## src/rtl/rsc_encoder_term_if.sv

```systemverilog
// rsc_encoder_term_if: bit-serial valid/ready input and output streams of the RSC encoder.
interface rsc_encoder_term_if;
    logic in_bit;
    logic in_valid;
    logic in_last;
    logic in_ready;
    logic out_sys;
    logic out_par;
    logic out_valid;
    logic out_last;
    logic out_tail;
    logic out_ready;
    modport master (
        output in_bit, in_valid, in_last, out_ready,
        input  in_ready, out_sys, out_par, out_valid, out_last, out_tail
    );
    modport slave (
        input  in_bit, in_valid, in_last, out_ready,
        output in_ready, out_sys, out_par, out_valid, out_last, out_tail
    );
endinterface

```

## src/rtl/rsc_encoder_term.sv

```systemverilog
// rsc_encoder_term: 8-state LTE RSC encoder, g0=1+D^2+D^3, g1=1+D+D^3, one output register.
// Define RSC_TERMINATE_EN to append 3 trellis-termination tail bits after each block.
module rsc_encoder_term #(
    parameter int N_MAX = 6144,
    parameter int LEN_W = 13
) (
    input  logic             clk,
    input  logic             rst,
    rsc_encoder_term_if.slave io,
    output logic [LEN_W-1:0] blk_len,
    output logic             len_err
);
    localparam logic [LEN_W-1:0] NM = LEN_W'(N_MAX);
    logic s1, s2, s3;
    logic [LEN_W-1:0] cnt, cnt_nxt;
    logic load, in_fire, tail_ld, last_out, u, a, z;
    assign load    = !io.out_valid | io.out_ready;
    assign in_fire = io.in_valid & io.in_ready;
`ifdef RSC_TERMINATE_EN
    typedef enum logic {DATA, TAIL} st_t;
    st_t st, st_nxt;
    logic [1:0] tc;
    assign io.in_ready = (st == DATA) & load;
    assign tail_ld     = (st == TAIL) & load;
    assign last_out    = tail_ld & (tc == 2'd2);
    always_comb begin
        st_nxt = st;
        if (st == DATA && in_fire && io.in_last)
            st_nxt = TAIL;
        else if (last_out)
            st_nxt = DATA;
    end
    always_ff @(posedge clk) begin
        if (rst) begin
            st <= DATA;
            tc <= 2'd0;
        end else begin
            st <= st_nxt;
            if (tail_ld)
                tc <= last_out ? 2'd0 : tc + 2'd1;
        end
    end
`else
    assign io.in_ready = load;
    assign tail_ld     = 1'b0;
    assign last_out    = in_fire & io.in_last;
`endif
    // tail bits force the feedback sum a to zero, flushing the register
    assign u       = tail_ld ? (s2 ^ s3) : io.in_bit;
    assign a       = u ^ s2 ^ s3;
    assign z       = a ^ s1 ^ s3;
    assign cnt_nxt = (cnt == NM) ? NM : cnt + 1'b1;
    always_ff @(posedge clk) begin
        if (rst) begin
            {s1, s2, s3} <= 3'b000;
            cnt          <= '0;
            blk_len      <= '0;
            len_err      <= 1'b0;
            io.out_valid <= 1'b0;
            io.out_sys   <= 1'b0;
            io.out_par   <= 1'b0;
            io.out_last  <= 1'b0;
            io.out_tail  <= 1'b0;
        end else begin
            if (load) begin
                io.out_valid <= in_fire | tail_ld;
                io.out_sys   <= u;
                io.out_par   <= z;
                io.out_last  <= last_out;
                io.out_tail  <= tail_ld;
            end
            if (last_out)
                {s1, s2, s3} <= 3'b000;
            else if (in_fire | tail_ld)
                {s1, s2, s3} <= {a, s1, s2};
            if (in_fire) begin
                if (cnt == NM)
                    len_err <= 1'b1;
                if (io.in_last) begin
                    blk_len <= cnt_nxt;
                    cnt     <= '0;
                end else begin
                    cnt <= cnt_nxt;
                end
            end
        end
    end
endmodule

```

## src/flat_wrapper.sv

```systemverilog
// flat-port wrapper written by rule: the top's interface ports become plain ports
module rsc_encoder_term_flat 
#(
    parameter int N_MAX = 6144,
    parameter int LEN_W = 13
)
  (clk, rst, blk_len, len_err, io_in_bit, io_in_valid, io_in_last, io_out_ready, io_in_ready, io_out_sys, io_out_par, io_out_valid, io_out_last, io_out_tail);
  rsc_encoder_term_if io_i ();
  input  logic clk;
  input  logic rst;
  output logic [LEN_W-1:0] blk_len;
  output logic len_err;
  input wire logic [$bits(io_i.in_bit)-1:0] io_in_bit;
  input wire logic [$bits(io_i.in_valid)-1:0] io_in_valid;
  input wire logic [$bits(io_i.in_last)-1:0] io_in_last;
  input wire logic [$bits(io_i.out_ready)-1:0] io_out_ready;
  output wire logic [$bits(io_i.in_ready)-1:0] io_in_ready;
  output wire logic [$bits(io_i.out_sys)-1:0] io_out_sys;
  output wire logic [$bits(io_i.out_par)-1:0] io_out_par;
  output wire logic [$bits(io_i.out_valid)-1:0] io_out_valid;
  output wire logic [$bits(io_i.out_last)-1:0] io_out_last;
  output wire logic [$bits(io_i.out_tail)-1:0] io_out_tail;
  assign io_i.in_bit = io_in_bit;
  assign io_i.in_valid = io_in_valid;
  assign io_i.in_last = io_in_last;
  assign io_i.out_ready = io_out_ready;
  assign io_in_ready = io_i.in_ready;
  assign io_out_sys = io_i.out_sys;
  assign io_out_par = io_i.out_par;
  assign io_out_valid = io_i.out_valid;
  assign io_out_last = io_i.out_last;
  assign io_out_tail = io_i.out_tail;
  rsc_encoder_term #(.N_MAX(N_MAX), .LEN_W(LEN_W)) u_core (.clk(clk), .rst(rst), .io(io_i), .blk_len(blk_len), .len_err(len_err));
endmodule
```

## config.mk

```make
export PLATFORM = sky130hd
export DESIGN_NAME = rsc_encoder_term_flat
export DESIGN_NICKNAME = d
export VERILOG_FILES = /design/src/rtl/rsc_encoder_term_if.sv /design/src/rtl/rsc_encoder_term.sv /design/src/flat_wrapper.sv
export SDC_FILE = /design/constraint.sdc
export NUM_CORES = 1
export LEC_CHECK = 0
export CORE_MARGIN = 4
export CORE_UTILIZATION = 52
export DETAILED_ROUTE_END_ITERATION = 10
export GPL_ROUTABILITY_DRIVEN = 1
export HOLD_SLACK_MARGIN = 0.05
export PLACE_DENSITY = 0.88
export SETUP_SLACK_MARGIN = 0.4
export SLEW_MARGIN = 20
export SYNTH_ARGS = -nofsm -noshare
export SYNTH_HDL_FRONTEND = slang
export SYNTH_SLANG_ARGS = --single-unit
```

## constraint.sdc

```tcl
create_clock -name clk -period 2.3 [get_ports clk]
set_clock_uncertainty 0.15 [all_clocks]
set_input_delay 0.23 -clock clk [delete_from_list [all_inputs] [get_ports clk]]
set_output_delay 0.23 -clock clk [all_outputs]
set_load 0.03 [all_outputs]
```

==> impl_metrics.ini <==
[run_status]
status = finished, final reports clean

[global_route]
grt_max_degree = 24
grt_use_met2_pct = 29.0
busiest_layer = met2
antenna_found_initial = 0
grt_pass1_vias = 1338
use_met1_pct = 20.7
track_usage_pct = 17.2
grt_first_pass_wirelength_mm = 5.66
met3_usage_pct = 4.92
gr-total-overflow = 0

[die]
die_x_um = 64.2
start_util_pct = 54.3
core-area_mm2 = 0.00303
ios = 26
die-area_mm2 = 0.00412
dieHeight_um = 64.2
rows = 20

[timing]
setup_tns_ns = 0
period_minus_slack_ns = 1.79
rsz0062_at_grt = yes
worst_pin_slew_ns = 0.495
finalCritPeriodShare_pct = 77.8
max_freq_ghz = 0.559
setup_viol = 0
hold_viol = 0
holdWs_ns = 0.298
max-slew-margin-rel_pct = 66.8
fin_ws_ns = 0.511
maxSlewViolCount = 0

[synthesis]
synth-main-ff-cell = dfxtp_1
yosysSeqAreaShare_pct = 41.4
ys_ff_latch = 34
ys_types = 40
synth-edff-count = 0
syn-cell-area_mm2 = 0.00164
syn-instance-count = 191
synth_nets = 199
syn_avg_cell_area_um2 = 8.60
async_reset_ff_share_pct = 0
ys_warn_count = 0

[worst_setup_path]
crit_path_end_kind = flop
start_kind = flop
required_ns = 2.42
arrival_ns = 1.91
path_max_fanout = 9
setup.worst_path.class = reg2reg
crit_chain = and4_2, nand3_2, or4_1, a21oi_1
cpPeakStageDelay_ns = 0.51
slowest_stage = dfxtp_1

[power]
p_int_uw = 808
p_sw_share_pct = 26.6
seq_power_share_pct = 56.0
p_comb_share_pct = 14.3
clkPwrFrac_pct = 29.7
vdd_drop_max_mv = 0.412
total_leakage_power_uw = 0.000649
switchingPower_uw = 293
powerDensity_mw_per_mm2 = 564

[routing]
ant_nets = 0
wl_mm = 3.31
drt_iter0_drc = 33
wl_per_cell_um = 13.0
vias = 1443
drc = 0
via_per_inst = 5.68
first_pass_iters = 4

[layout]
n_antenna_cell = 0
post-route-util_pct = 64.4
drive_gt1_share_pct = 13.3
nFillCells = 249
final_common_cell = dfxtp_1
multiInputGateArea_um2 = 867
regArea_um2 = 683
mostFrequentLayoutCells = 32 x dfxtp_1, 23 x clkdlybuf4s50_1, 22 x nand2_1
nets = 219
area_growth_syn_to_layout_pct = 18.7

[clocking]
clkTransAtPathRegs_ns = 0.10
clock_latency_ns = 0.33
htree_levels = 2
clkSinkCount = 34
cts_hold_buf = 0
cts_tree = built
cts_root_buf = clkbuf_4
clockBufferDepth = 2
cts_buffers = 5

[placed_design]
gp_congestion = 0.853
portBuffers = 24
pre_cts_slack_ns = 0.157
dpl.hpwl_mm = 2.35

[job]
maxCapViolations = 0

[worst_hold_path]
hp-class = reg2reg
worst paths after layout:
kind,start,to,cells past startpoint,slack (ns)
min,u_core.blk_len[10],u_core.blk_len[10],2,0.30
max,u_core.cnt[4],u_core.cnt[8],4,0.51
max reg2reg,u_core.cnt[4],u_core.cnt[8],4,0.51
min reg2reg,u_core.blk_len[10],u_core.blk_len[10],2,0.30
cells in the mapped netlist, types with 2 or more instances:
master,number,area (um^2)
xnor2_1,6,52.6
nand3_2,3,30.0
nand3b_1,4,30.0
dfxtp_1,34,681
nor2_1,13,48.8
ha_1,2,25.0
nand3_1,2,10.0
inv_1,3,11.3
a21oi_1,18,90.1
nand4b_1,2,17.5
buf_4,4,30.0
a211oi_1,8,60.1
buf_6,2,22.5
a31oi_1,7,43.8
and2_1,2,12.5
or4_1,5,37.5
o21ai_1,5,25.0
nand4_1,3,18.8
o21ai_0,7,35.0
xor2_1,8,70.1
nand2_1,22,82.6
clkbuf_1,4,15.0
buf_2,5,25.0
o41ai_1,2,17.5
and3_1,4,25.0
and4_2,2,20.0
stage by stage:
step / instance area, um^2 / power (uW) / cells
after floorplan: 1640 / 729 / 191
after global placement: 1880 / 785 / 248
after detailed placement: 1880 / 786 / 248
after CTS: 1930 / 1110 / 254
after global routing: 1950 / 1150 / 254
final: 1950 / 1100 / 254
cell type report:
cell class,count,area share (%)
tap,44,2.82
timing repair buffer,29,14.2
sequential,34,35.0
multi-input combinational,137,44.5
inverter,4,0.898
clock buffer,6,2.63
flip-flops by register name, indices dropped and copies added (netlist names):
name and cells:
u_core.blk_len 13, u_core.cnt 13, u_core.io.out_last 1, u_core.io.out_par 1, u_core.io.out_sys 1, u_core.io.out_valid 1
u_core.len_err 1, u_core.s1 1, u_core.s2 1, u_core.s3 1
critical path: cells and delay by family, from the launching register on:
family / cells / cell delay, ns
simple gates: 3 / 0.92
flops: 1 / 0.51
compound gates: 1 / 0.15
power by group through the flow:
stage | sequential, uW | clock [uW] | combinational, uW
4_1_cts | 617 | 334 | 156
3_5_place_dp | 630 | 0 | 156
3_3_place_gp | 630 | 0 | 155
5_1_grt | 619 | 359 | 170
6_report | 617 | 327 | 158
2_1_floorplan | 659 | 0 | 69.5
cell families after synthesis:
| family | Yosys count | share of synthesized area [%] |
|---|---|---|
| adders and majority gates | 2 | 1.52 |
| xor gates and xnor gates | 14 | 7.46 |
| DFF | 34 | 41.4 |
| and+or+nand+nor | 73 | 25.9 |
| buffers and inverters | 20 | 6.93 |
| AOI/OAI and AO/OA | 47 | 16.5 |
| other | 1 | 0.228 |
what timing repair did:
item / in CTS / in global routing
endpoints found under the hold margin: 0 / 0
setup buffers: 0 / 0
resized for setup: 1 / 8
endpoints found under the setup margin: 1 / 16
routing by layer:
metal / wire, um / up-vias
li1: - / 714
met2: 1570 / 48
met4: 32 / 0
met5: 0 / -
met1: 1500 / 675
met3: 213 / 6
(Power assumes the default switching activity.)
